## config.mk

```make
export PLATFORM = sky130hd
export DESIGN_NAME = i2c_target_stretch
export DESIGN_NICKNAME = d
export VERILOG_FILES = /design/src/rtl/i2c_target_stretch.sv
export SDC_FILE = /design/constraint.sdc
export NUM_CORES = 1
export LEC_CHECK = 0
export ABC_AREA = 1
export BUFFER_PORTS_ARGS = -buffer_cell sky130_fd_sc_hd__buf_2
export CORE_UTILIZATION = 50
export CTS_BUF_LIST = sky130_fd_sc_hd__clkbuf_4 sky130_fd_sc_hd__clkbuf_8
export DETAILED_ROUTE_END_ITERATION = 10
export HOLD_SLACK_MARGIN = 0.03
export MAX_ROUTING_LAYER = met4
export PLACE_DENSITY = 0.76
export SYNTH_ARGS = -nofsm -noshare
export SYNTH_HDL_FRONTEND = slang
export SYNTH_SLANG_ARGS = --single-unit
```

## constraint.sdc

```tcl
create_clock -name clk -period 4.1 [get_ports clk]
set_input_delay 0.205 -clock clk [delete_from_list [all_inputs] [get_ports clk]]
set_output_delay 0.205 -clock clk [all_outputs]
set_load 0.02 [all_outputs]
```

## src/rtl/i2c_target_stretch.sv

```systemverilog
// I2C write-only target with address ACK and post-ACK clock stretching toward the application.
// Optional macro I2C_GEN_CALL_EN: also ACK the general-call address byte 8'h00.
module i2c_target_stretch #(
    parameter logic [6:0] ADDR           = 7'h42,
    parameter int         STRETCH_CYCLES = 16,
    parameter int         SBITS          = 8
) (
    input  logic       clk,
    input  logic       rst,
    input  logic       scl_in,
    input  logic       sda_in,
    input  logic       stall_in,
    output logic       scl_drive_low,
    output logic       sda_drive_low,
    output logic [7:0] rx_data,
    output logic       rx_valid,
    output logic       addr_match,
    output logic       busy
);

    typedef enum logic [2:0] {
        ST_IDLE,
        ST_ADDR,
        ST_ADDR_ACK,
        ST_RX,
        ST_RX_ACK,
        ST_STRETCH,
        ST_WAIT_STOP
    } state_t;

    localparam logic [SBITS-1:0] STRETCH_MIN = SBITS'(STRETCH_CYCLES);
    localparam logic [SBITS-1:0] CNT_MAX     = {SBITS{1'b1}};

    state_t           state_q, state_d;
    logic             scl_meta_q, sda_meta_q;
    logic             scl_s_q, sda_s_q;
    logic             scl_prev_q, sda_prev_q;
    logic [7:0]       shift_q, shift_d;
    logic [2:0]       bit_cnt_q, bit_cnt_d;
    logic [SBITS-1:0] cnt_q, cnt_d;
    logic             scl_drv_q, scl_drv_d;
    logic             sda_drv_q, sda_drv_d;
    logic [7:0]       rx_data_q, rx_data_d;
    logic             rx_valid_q, rx_valid_d;
    logic             addr_match_q, addr_match_d;
    logic             busy_q, busy_d;

    logic       scl_rise, scl_fall, start_det, stop_det, addr_hit;
    logic [7:0] byte_in;

    assign scl_rise  = scl_s_q & ~scl_prev_q;
    assign scl_fall  = ~scl_s_q & scl_prev_q;
    assign start_det = scl_s_q & sda_prev_q & ~sda_s_q;
    assign stop_det  = scl_s_q & ~sda_prev_q & sda_s_q;
    assign byte_in   = {shift_q[6:0], sda_s_q};

`ifdef I2C_GEN_CALL_EN
    assign addr_hit = ((byte_in[7:1] == ADDR) && !byte_in[0]) || (byte_in == 8'h00);
`else
    assign addr_hit = (byte_in[7:1] == ADDR) && !byte_in[0];
`endif

    always_comb begin
        state_d      = state_q;
        shift_d      = shift_q;
        bit_cnt_d    = bit_cnt_q;
        cnt_d        = cnt_q;
        scl_drv_d    = scl_drv_q;
        sda_drv_d    = sda_drv_q;
        rx_data_d    = rx_data_q;
        rx_valid_d   = 1'b0;
        addr_match_d = addr_match_q;
        busy_d       = busy_q;

        // STOP outranks everything, including a coincident SCL fall.
        if (stop_det) begin
            state_d      = ST_IDLE;
            scl_drv_d    = 1'b0;
            sda_drv_d    = 1'b0;
            busy_d       = 1'b0;
            addr_match_d = 1'b0;
        end else if (start_det) begin
            state_d      = ST_ADDR;
            bit_cnt_d    = 3'd0;
            scl_drv_d    = 1'b0;
            sda_drv_d    = 1'b0;
            busy_d       = 1'b1;
            addr_match_d = 1'b0;
        end else begin
            case (state_q)
                ST_ADDR: begin
                    if (scl_rise) begin
                        shift_d   = byte_in;
                        bit_cnt_d = bit_cnt_q + 3'd1;
                        if (bit_cnt_q == 3'd7) begin
                            state_d = addr_hit ? ST_ADDR_ACK : ST_WAIT_STOP;
                        end
                    end
                end
                ST_ADDR_ACK, ST_RX_ACK: begin
                    if (scl_fall) begin
                        scl_drv_d = 1'b1;
                        sda_drv_d = 1'b1;
                        cnt_d     = '0;
                        state_d   = ST_STRETCH;
                        if (state_q == ST_ADDR_ACK) begin
                            addr_match_d = 1'b1;
                        end
                    end
                end
                ST_STRETCH: begin
                    if (cnt_q != CNT_MAX) begin
                        cnt_d = cnt_q + 1'b1;
                    end
                    // Hold SCL until the minimum elapses and the application is ready,
                    // then keep SDA low through the ACK clock high phase.
                    if (scl_drv_q) begin
                        if ((cnt_q >= STRETCH_MIN) && !stall_in) begin
                            scl_drv_d = 1'b0;
                        end
                    end else if (scl_fall) begin
                        sda_drv_d = 1'b0;
                        bit_cnt_d = 3'd0;
                        state_d   = ST_RX;
                    end
                end
                ST_RX: begin
                    if (scl_rise) begin
                        shift_d   = byte_in;
                        bit_cnt_d = bit_cnt_q + 3'd1;
                        if (bit_cnt_q == 3'd7) begin
                            rx_data_d  = byte_in;
                            rx_valid_d = 1'b1;
                            state_d    = ST_RX_ACK;
                        end
                    end
                end
                default: begin
                end
            endcase
        end
    end

    always_ff @(posedge clk or posedge rst) begin
        if (rst) begin
            state_q      <= ST_IDLE;
            scl_meta_q   <= 1'b1;
            sda_meta_q   <= 1'b1;
            scl_s_q      <= 1'b1;
            sda_s_q      <= 1'b1;
            scl_prev_q   <= 1'b1;
            sda_prev_q   <= 1'b1;
            shift_q      <= 8'h00;
            bit_cnt_q    <= 3'd0;
            cnt_q        <= '0;
            scl_drv_q    <= 1'b0;
            sda_drv_q    <= 1'b0;
            rx_data_q    <= 8'h00;
            rx_valid_q   <= 1'b0;
            addr_match_q <= 1'b0;
            busy_q       <= 1'b0;
        end else begin
            state_q      <= state_d;
            scl_meta_q   <= scl_in;
            sda_meta_q   <= sda_in;
            scl_s_q      <= scl_meta_q;
            sda_s_q      <= sda_meta_q;
            scl_prev_q   <= scl_s_q;
            sda_prev_q   <= sda_s_q;
            shift_q      <= shift_d;
            bit_cnt_q    <= bit_cnt_d;
            cnt_q        <= cnt_d;
            scl_drv_q    <= scl_drv_d;
            sda_drv_q    <= sda_drv_d;
            rx_data_q    <= rx_data_d;
            rx_valid_q   <= rx_valid_d;
            addr_match_q <= addr_match_d;
            busy_q       <= busy_d;
        end
    end

    assign scl_drive_low = scl_drv_q;
    assign sda_drive_low = sda_drv_q;
    assign rx_data       = rx_data_q;
    assign rx_valid      = rx_valid_q;
    assign addr_match    = addr_match_q;
    assign busy          = busy_q;

endmodule

```

==> results.py, run 1 <==
metrics = {
    "yosys": {
        "yosysMostFrequentCell": "nand2_1",
        "avgSynthCellArea_um2": 8.453,
        "yosys-top-cells-count": "70 x nand2_1, 34 x dfrtp_1, 27 x nor2_1",
        "netlist_area_mm2": 0.002012,
        "synth_seq_area_share_pct": 50.12,
        "postSynthNetCount": 247,
        "yosysTopAreaCell": "dfrtp_1",
        "yosys.area.top_type_share_pct": 42.29,
        "synthFlopType": "dfrtp_1",
        "ys_async_sr_fraction_pct": 100.0,
        "synth_seq_cells": 40,
        "syn_inst": 238,
        "ys_warn_count": 0,
        "synth-edff-count": 0,
        "yosys-top-cells-area": "dfrtp_1 42%, nand2_1 13%, dfstp_2 7.8%",
        "synth_cell_types": 26,
    },
    "die": {
        "die_h_um": 65.44,
        "rows": 22,
        "start_util_pct": 53.35,
        "core-area_mm2": 0.003771,
        "die_w_um": 65.44,
        "dieArea_mm2": 0.004282,
        "io_pins": 18,
    },
    "final_layout": {
        "drive_above_1_share_pct": 22.52,
        "antenna_cells": 0,
        "fillers": 317,
        "area_growth_pct": 11.82,
        "multi_input_area_um2": 869.6,
        "postLayoutCellArea_mm2": 0.002250,
        "seqCellArea_mm2": 0.001008,
        "finalNetCount": 270,
    },
    "grt": {
        "overflow": 0,
        "grt_max_degree": 41,
        "grt_pass1_wl_um": 6520,
        "antenna_found_initial": 0,
        "track_usage_pct": 20.96,
        "grt_pass1_vias": 1482,
    },
    "route": {
        "drt_iter0_markers": 107,
        "drc": 0,
        "ant_nets": 0,
        "wl_per_cell_um": 11.62,
        "dr.pass1.iters": 4,
        "totalWireLength_um": 3603,
        "vias": 1567,
        "drt-vias-per-instance": 5.055,
    },
    "cts": {
        "cts_setup_buffers": 0,
        "numClockSinks": 40,
        "cts_max_path_buffers": 2,
        "cts_inserted_buffers": 5,
        "clk_pin_slew_ns": 0.07,
        "clk_latency_ns": 0.29,
        "cts_root_buf": "clkbuf_8",
        "cts-htree-levels": 2,
        "cts_tree": "done",
    },
    "timing": {
        "timing.slew.headroom_pct": 64.85,
        "max_freq_mhz": 553.3,
        "fin_crit_sh_pct": 44.08,
        "period_minus_slack_ns": 1.807,
        "grt_setup_unrepaired": "false",
        "report.final.slew_viol_count": 0,
        "finalSetupTns_ns": 0,
        "max_slew.worst_pin.slew_ns": 0.5259,
        "setup_viol": 0,
        "clock_skew_ns": 0.002095,
        "hold_viol_final": 0,
    },
    "power": {
        "intPower_w": 0.0007248,
        "pwr-share-comb_pct": 32.7,
        "p_seq_share_pct": 44.1,
        "ir_drop_v": 0.0003009,
        "swShare_pct": 38.57,
        "power_density_mw_per_mm2": 524.4,
        "p_clk_share_pct": 23.3,
        "switchingPower_w": 0.0004551,
        "leakage_nw": 1.153,
    },
    "setup_path": {
        "arrival_ns": 1.99,
        "reg2reg_depth": 9,
        "cp_data_required_time_ns": 4.29,
        "start_kind": "register",
        "reg2reg_slack_ns": 2.29,
        "path_max_fanout": 14,
        "cp-end-kind": "register",
        "worstSetupPathType": "reg -> reg",
    },
    "placed_design": {
        "dp_hpwl_um": 2587,
        "place.gp.congestion": 0.8633,
        "placed_cell_area_mm2": 0.002132,
        "portBuffers": 17,
    },
    "min_path": {
        "hp-class": "in -> async",
    },
    "job": {
        "drv_cap": 0,
    },
    "outcome": {
        "status": "complete, no violations",
    },
}
==> layer usage <==
metal | global-route usage, % | wire, um
met1 | 27.61 | 1783
met2 | 31.19 | 1631
met3 | 5.208 | 140
met4 | 8.152 | 47
met5 | - | 0
==> worst max-delay path: stages (launching register included) <==
cell and delay [ns]:
dfrtp_1 0.48, inv_2 0.08, nand3_1 0.38, nor2_1 0.08
nand2_1 0.08, nand2_2 0.06, nor2_4 0.24, inv_1 0.16
nand2_1 0.09, nand2_1 0.05
==> state kept, by name, indices dropped and copies added, names as in the netlist <==
name           count
sda_s_q            1
rx_data            8
cnt_q              8
sda_drive_low      1
bit_cnt_q          3
shift_q            7
scl_drive_low      1
addr_match         1
scl_s_q            1
sda_prev_q         1
rx_valid           1
scl_prev_q         1
state_q            3
scl_meta_q         1
busy               1
sda_meta_q         1
==> final timing paths <==
| kind | start | endpoint |
|---|---|---|
| setup / recovery | state_q[1] | cnt_q[5] |
| hold / removal | rst | cnt_q[3] |
| setup reg to reg | state_q[1] | cnt_q[5] |
| hold reg to reg | scl_meta_q | scl_s_q |
| max in group asynchronous | rst | sda_meta_q |
| min in group clk | stall_in | scl_drive_low |
==> cells in the final DEF, fill, tap and decap left out, types with 2 or more instances in the layout <==
cell | netlist | routed
nand3_2 | 3 | 3
ha_1 | 4 | 4
o21ai_0 | 10 | 10
inv_1 | 22 | 22
nand2_2 | 4 | 4
a21oi_1 | 2 | 2
clkbuf_8 | 0 | 6
inv_2 | 5 | 5
o21ai_2 | 9 | 9
dlygate4sd3_1 | 0 | 2
nand2_1 | 70 | 70
nor2_4 | 2 | 2
nor2_1 | 27 | 27
nand3_1 | 21 | 21
nand2_4 | 2 | 2
dfstp_2 | 6 | 6
nor3_1 | 3 | 3
dfrtp_1 | 34 | 34
buf_2 | 2 | 17
xor2_1 | 3 | 3
==> final cells by class <==
| class | instances | area share (%) |
|---|---|---|
| inverters | 27 | 4.505 |
| clock buffers | 7 | 4.004 |
| clock inverters | 1 | 0.3337 |
| well taps | 48 | 2.670 |
| multi-input cells | 167 | 38.65 |
| flip-flops and latches | 40 | 44.83 |
| repair buffers | 20 | 5.006 |
==> repair_timing <==
item | 4_1_cts | 5_1_grt
resized for setup | 0 | 0
endpoints found under the setup margin | 0 | 0
hold buffers | 2 | 0
hold endpoints to repair | 2 | 0
==> cell families after synthesis <==
kind of cell	share of synthesized area (%)
xor gates and xnor gates	1.306
adders and majority gates	2.488
DFF	50.12
and+or+nand+nor	31.59
buffers and inverters	6.654
AOI/OAI and AO/OA	7.836
==> power by group through the flow <==
stage | Sequential, W | Combinational, W | Clock [W]
6_report | 0.000520 | 0.000385 | 0.000275
4_1_cts | 0.000519 | 0.000386 | 0.000284
5_1_grt | 0.000530 | 0.000444 | 0.000298
3_3_place_gp | 0.000525 | 0.000376 | 0
3_5_place_dp | 0.000526 | 0.000383 | 0
2_1_floorplan | 0.000532 | 0.000303 | 0
==> stage by stage <==
stage	hold WS, ns	worst slack, ns	cells	util, %	power, W
final	0.01189	2.293	310	59.65	0.001180
after global routing	0.05977	2.059	310	59.65	0.001272
after global placement	0.3106	2.371	300	56.54	0.0009006
after detailed placement	0.3119	2.304	300	56.54	0.0009091
after floorplan	0.2095	2.628	238	-	0.0008347
after CTS	0.03073	2.293	310	59.65	0.001190
(Power assumes the default switching activity.)
==> run 2, diff against run 1 <==
--- a/config.mk
+++ b/config.mk
@@ -5,14 +5,14 @@
 export SDC_FILE = /design/constraint.sdc
 export NUM_CORES = 1
 export LEC_CHECK = 0
-export ABC_AREA = 1
+export ABC_AREA = 0
 export BUFFER_PORTS_ARGS = -buffer_cell sky130_fd_sc_hd__buf_2
 export CORE_UTILIZATION = 50
 export CTS_BUF_LIST = sky130_fd_sc_hd__clkbuf_4 sky130_fd_sc_hd__clkbuf_8
 export DETAILED_ROUTE_END_ITERATION = 10
 export HOLD_SLACK_MARGIN = 0.03
 export MAX_ROUTING_LAYER = met4
-export PLACE_DENSITY = 0.76
+export PLACE_DENSITY = 0.79
 export SYNTH_ARGS = -nofsm -noshare
 export SYNTH_HDL_FRONTEND = slang
 export SYNTH_SLANG_ARGS = --single-unit
==> constraint.sdc (replaced) <==
create_clock -name clk -period 1.5 [get_ports clk]
set_input_delay 0.075 -clock clk [delete_from_list [all_inputs] [get_ports clk]]
set_output_delay 0.075 -clock clk [all_outputs]
set_load 0.02 [all_outputs]
==> run 2 against run 1 <==
  * The flow now finishes with violations (setup timing)
  * Setup slack got worse by 2.6 ns
  * Synthesized area fell by 7.3%
  * Routed wire length grew 35%
  * Global-route usage up 5.4 points
  * Fmax increased by 2.7%
  * Via count up 3.0%
  * Sequential share of layout area fell by 6.4 points
  * Clock power increased to 2.7 times the previous value
  * Cell count fell by 9.4%
  * Clock-buffer cell count decreased by 1
==> results.py, run 2 <==
metrics = {
    "timing": {
        "clock_skew_ns": 0.009014,
        "whs_ns": 0.1040,
        "max_slew.worst_pin.slew_ns": 0.4974,
        "fin_crit_sh_pct": 117.3,
        "hold_viol_final": 0,
        "report.final.slew_viol_count": 0,
        "setup_viol": 30,
        "max_freq_mhz": 568.2,
        "grt_setup_unrepaired": "true",
        "timing.slew.headroom_pct": 66.84,
        "period_minus_slack_ns": 1.760,
        "fin_ws_ns": -0.2599,
        "finalSetupTns_ns": -4.656,
    },
    "cts": {
        "cts-htree-levels": 2,
        "cts_tree": "done",
        "numClockSinks": 40,
        "clk_latency_ns": 0.31,
        "clk_pin_slew_ns": 0.08,
        "cts_root_buf": "clkbuf_8",
        "cts_max_path_buffers": 2,
        "cts_inserted_buffers": 5,
    },
    "final_layout": {
        "drive_above_1_share_pct": 49.36,
        "postLayoutCellArea_mm2": 0.002621,
        "finalNetCount": 243,
        "area_growth_pct": 40.51,
        "final_common_cell": "dfrtp_1",
        "finalNonFillerCells": 281,
        "antenna_cells": 0,
        "final_cell_mix": "34 x dfrtp_1, 33 x buf_4, 24 x nand2_1",
    },
    "setup_path": {
        "start_kind": "register",
        "arrival_ns": 2.01,
        "cp-end-kind": "register",
        "cp_cell_sequence": "and2b_1, nor3b_4, buf_4, o21ai_4, or4_1, nand2_1",
        "path_max_fanout": 4,
        "reg2reg_slack_ns": -0.26,
        "worstSetupPathType": "reg -> reg",
        "slowest_stage": "or4_1",
        "slowest_delay_ns": 0.49,
        "cp_data_required_time_ns": 1.75,
    },
    "yosys": {
        "yosys-top-cells-count": "34 x dfrtp_1, 26 x nand2_1, 14 x nor2_1",
        "ys_async_sr_fraction_pct": 100.0,
        "postSynthNetCount": 182,
        "yosysTopAreaCell": "dfrtp_1",
        "syn_inst": 173,
        "netlist_area_mm2": 0.001866,
        "ys_warn_count": 0,
        "synth_seq_area_share_pct": 54.06,
        "synth_cell_types": 47,
        "synth_seq_cells": 40,
        "yosys-top-cells-area": "dfrtp_1 46%, dfstp_2 8.5%, mux2_2 5.4%",
        "yosys.area.top_type_share_pct": 45.61,
        "yosysMostFrequentCell": "dfrtp_1",
        "synthFlopType": "dfrtp_1",
        "avgSynthCellArea_um2": 10.78,
        "synth-edff-count": 0,
    },
    "placed_design": {
        "place.gp.congestion": 0.8892,
        "placed_cell_area_mm2": 0.002215,
        "portBuffers": 17,
        "dp_hpwl_um": 2945,
        "dp.cells": 261,
    },
    "grt": {
        "grt_pass1_wl_um": 7659,
        "overflow": 0,
        "grt_pass1_vias": 1626,
        "antenna_found_initial": 0,
        "grt_max_degree": 41,
        "track_usage_pct": 26.34,
    },
    "die": {
        "die_w_um": 63.08,
        "core-area_mm2": 0.003442,
        "die_h_um": 63.08,
        "rows": 21,
        "io_pins": 18,
        "start_util_pct": 54.20,
        "dieArea_mm2": 0.003979,
    },
    "outcome": {
        "violations": "setup timing",
        "status": "finished, violations left",
    },
    "power": {
        "power_density_mw_per_mm2": 881.8,
        "leakage_nw": 1.241,
        "finalPower_w": 0.002311,
        "ir_drop_v": 0.0006017,
    },
    "route": {
        "ant_nets": 0,
        "drt-vias-per-instance": 5.744,
        "wl_per_cell_um": 17.32,
        "drt_iter0_markers": 77,
        "dr.pass1.iters": 4,
        "totalWireLength_um": 4868,
        "drc": 0,
        "vias": 1614,
    },
    "job": {
        "drv_cap": 0,
    },
    "min_path": {
        "hp-class": "in -> reg",
    },
}
==> run 2: changes by cell type after synthesis, moves of 4 or more <==
cell	previous run	this run
nor2_1	27	14
a21oi_1	2	10
or3_1	0	4
o21ai_2	9	1
nand3_1	21	3
o21ai_0	10	5
mux2_2	0	9
inv_2	5	1
nand2_1	70	26
inv_1	22	5
nand2_2	4	0
==> run 2: per-stage QoR <==
stage / utilization [%] / setup WS (ns)
4_1_cts: 72.99 / -0.2170
3_5_place_dp: 64.34 / -0.3314
3_3_place_gp: 64.34 / -0.2409
6_report: 76.15 / -0.2599
5_1_grt: 76.15 / -0.3306
2_1_floorplan: - / -0.3231
==> run 2: per-layer routing <==
| metal | up-vias | GRT usage [%] | routed length (um) | part of all wire, % |
|---|---|---|---|---|
| met5 | - | - | 0 | 0 |
| met4 | 0 | 14.53 | 208 | 4.3 |
| met3 | 23 | 8.333 | 252 | 5.2 |
| met2 | 63 | 42.47 | 2502 | 51 |
| met1 | 784 | 28.72 | 1904 | 39 |
| li1 | 744 | - | - | - |
==> run 2: final timing paths <==
kind,start,depth (start not counted),end
worst max-delay path,state_q[2],6,cnt_q[6]
worst min-delay path,stall_in,3,scl_drive_low
worst max register to register,state_q[2],6,cnt_q[6]
worst min register to register,sda_meta_q,0,sda_s_q
max in group asynchronous,rst,4,scl_prev_q
min in group asynchronous,rst,4,rx_valid
==> run 2: kinds of logic (layout without fill, tap and decap cells) <==
family	Yosys count	in the layout	share of synthesized area (%)
AOI/OAI and AO/OA	33	33	12.27
xor gates and xnor gates	2	2	0.9391
adders and majority gates	4	4	2.683
buffers and inverters	10	71	2.615
DFF	40	40	54.06
muxes	10	10	5.969
and+or+nand+nor	74	75	21.46
==> run 2: what timing repair did <==
| item | CTS | global route |
|---|---|---|
| pin swaps | 10 | 17 |
| setup buffers | 4 | 6 |
| hold buffers | 3 | 0 |
| endpoints found under the hold margin | 36 | 0 |
| gates resized for setup | 35 | 18 |
| gates cloned | 1 | 0 |
| setup endpoints to repair | 31 | 27 |
==> run 2: cell type report <==
cell class | instances | area, um2
inverters | 6 | 22.52
clock inverters | 2 | 12.51
flip-flops and latches | 40 | 1008
well taps | 46 | 57.56
multi-input cells | 124 | 1036
fillers | 211 | 820.8
clock buffers | 6 | 76.32
repair buffers | 57 | 407.9
==> run 2: worst max-delay path, delay by kind of cell (launching register included) <==
family                 cells  cell delay [ns]
and+or+nand+nor            4             1.06
AOI/OAI and AO/OA          1             0.07
buffers and inverters      1             0.17
DFF                        1             0.41
==> run 2: where the power goes <==
group | internal [W] | leakage, nW | switching [W]
clock network | 0.000343 | 0.0446 | 0.000387
registers | 0.00116 | 0.530 | 0.0000782
logic | 0.000153 | 0.666 | 0.000188
total | 0.00166 | 1.24 | 0.000653
==> run 3, diff against run 2 <==
==> constraint.sdc (replaced) <==
create_clock -name clk -period 1.45 [get_ports clk]
set_input_delay 0.0725 -clock clk [delete_from_list [all_inputs] [get_ports clk]]
set_output_delay 0.0725 -clock clk [all_outputs]
set_load 0.02 [all_outputs]
==> run 3 against run 2 <==
  * The flow still finishes with violations (setup timing)
  * Via count up 6.5%
  * Sequential power increased by 5%
  * Utilization grew 5.3 points
  * Die area stayed put
  * Setup slack got worse by 0.073 ns
  * Worst hold slack got worse by 0.0072 ns
  * Routed wire length up 18%
  * Cell count increased by 3.6%
  * Sequential share of layout area shrank 2.5 points
  * Clock power increased by 32%
  * Largest cell class unchanged
  * Largest power group unchanged
  * Highest routed layer unchanged
==> results.py, run 3 (same netlist as run 2, synthesis figures left out) <==
metrics = {
    "setup_path": {
        "cp_data_required_time_ns": 1.64,
        "crit_family": "simple AND/OR/NAND/NOR gates",
        "slowest_stage": "dfrtp_1",
        "cp-end-kind": "register",
        "path_max_fanout": 7,
        "worstSetupPathType": "reg -> reg",
        "slowest_delay_ns": 0.45,
        "crit_buf_inv": 1,
        "cp_cell_sequence": "buf_4, and3b_2, nand3_2, nor2_4, nor4_1, o21a_1",
        "reg2reg_slack_ns": -0.33,
        "arrival_ns": 1.97,
        "start_kind": "register",
    },
    "die": {
        "core-area_mm2": 0.003442,
        "dieArea_mm2": 0.003979,
        "die_w_um": 63.08,
        "die_h_um": 63.08,
        "start_util_pct": 54.20,
        "rows": 21,
        "io_pins": 18,
    },
    "timing": {
        "setup_viol": 32,
        "hold_viol_final": 0,
        "report.final.slew_viol_count": 0,
        "fin_crit_sh_pct": 122.9,
        "period_minus_slack_ns": 1.782,
        "clock_skew_ns": 0.01397,
        "timing.slew.headroom_pct": 65.09,
        "max_slew.worst_pin.slew_ns": 0.5188,
        "grt_setup_unrepaired": "true",
        "max_freq_mhz": 561.0,
        "fin_ws_ns": -0.3325,
    },
    "power": {
        "p_seq_share_pct": 48.3,
        "pwr-share-comb_pct": 15.9,
        "switchingPower_w": 0.0007632,
        "ir_drop_v": 0.0008461,
        "swShare_pct": 28.36,
        "intPower_w": 0.001928,
        "power_density_mw_per_mm2": 959.8,
        "p_clk_share_pct": 35.8,
        "leakage_nw": 1.312,
        "finalPower_w": 0.002691,
    },
    "placed_design": {
        "place.gp.congestion": 0.8538,
        "placed_cell_area_mm2": 0.002245,
        "dp_hpwl_um": 2928,
        "portBuffers": 17,
    },
    "cts": {
        "cts-htree-levels": 2,
        "clk_latency_ns": 0.31,
        "cts_max_path_buffers": 2,
        "clk_pin_slew_ns": 0.09,
        "numClockSinks": 40,
        "cts_inserted_buffers": 5,
        "cts_tree": "done",
        "cts_root_buf": "clkbuf_8",
    },
    "grt": {
        "grt_max_degree": 41,
        "antenna_found_initial": 0,
        "grt_pass1_vias": 1727,
        "overflow": 0,
        "track_usage_pct": 29.50,
        "grt_pass1_wl_um": 8500,
    },
    "route": {
        "drt-vias-per-instance": 5.907,
        "totalWireLength_um": 5753,
        "vias": 1719,
        "wl_per_cell_um": 19.77,
        "drt_iter0_markers": 161,
        "drc": 0,
        "dr.pass1.iters": 4,
        "ant_nets": 0,
    },
    "final_layout": {
        "final_common_cell": "buf_4",
        "drive_above_1_share_pct": 54.29,
        "area_growth_pct": 50.30,
        "postLayoutCellArea_mm2": 0.002804,
        "finalNetCount": 253,
        "utilization_pct": 81.46,
        "fillers": 178,
        "final_cell_mix": "38 x buf_4, 34 x dfrtp_1, 18 x nand2_1",
        "antenna_cells": 0,
    },
    "outcome": {
        "violations": "setup timing",
        "status": "finished, violations left",
    },
    "job": {
        "drv_cap": 0,
    },
    "min_path": {
        "hp-class": "in -> reg",
    },
}
==> run 3: final timing paths <==
check                           start             to  cells past startpoint
hold / removal               stall_in  scl_drive_low                      3
max in group asynchronous         rst        sda_s_q                      4
setup reg to reg           state_q[1]       cnt_q[5]                      6
hold reg to reg            sda_meta_q        sda_s_q                      0
min in group asynchronous         rst     state_q[1]                      4
setup / recovery           state_q[1]       cnt_q[5]                      6
==> run 3: worst register-to-register path: cells and delay by family, from the launching register on <==
family                 cells  cell delay [ns]
AOI/OAI and AO/OA          1             0.22
and+or+nand+nor            4             0.81
DFF                        1             0.45
buffers and inverters      1             0.19
==> run 3: routing by layer <==
layer / wire, um / global-route usage (%) / vias to the layer above
li1: - / - / 759
met1: 2189 / 34.30 / 862
met2: 3054 / 48.52 / 74
met3: 273 / 7.428 / 24
met4: 235 / 12.21 / 0
met5: 0 / - / -
==> run 3: timing repair <==
item | 4_1_cts | 5_1_grt
pin swaps | 22 | 21
cloned | 1 | 0
gates resized for setup | 34 | 37
hold buffers | 3 | 0
setup endpoints to repair | 31 | 32
setup buffers | 9 | 6
hold endpoints to repair | 36 | 0
==> run 3: power groups by stage <==
stage | Sequential (W) | Combinational (W) | Clock (W)
finish | 0.00130 | 0.000428 | 0.000964
global route | 0.00130 | 0.000460 | 0.00102
CTS | 0.00128 | 0.000363 | 0.000942
detailed placement | 0.00129 | 0.000313 | 0
global placement | 0.00129 | 0.000296 | 0
floorplan | 0.00129 | 0.000171 | 0
==> run 3: area by class of cell <==
cell class              count  area (um2)  share of cell area, %
clock buffers               5       68.82                  2.454
clock inverters             3       47.55                  1.696
inverters                   6       25.02                 0.8925
multi-input cells         124        1095                  39.05
flip-flops and latches     40        1008                  35.97
well taps                  46       57.56                  2.053
repair buffers             67       501.7                  17.89
==> run 3: metrics by stage <==
step | worst slack, ns | setup TNS [ns] | hold WS [ns] | cells
floorplan | -0.3731 | -5.989 | 0.07698 | 173
global placement | -0.3408 | -6.999 | 0.1791 | 265
detailed placement | -0.3627 | -8.826 | 0.1795 | 265
CTS | -0.2614 | -5.995 | 0.07065 | 286
global route | -0.3615 | -8.568 | 0.1122 | 291
finish | -0.3325 | -7.082 | 0.09682 | 291
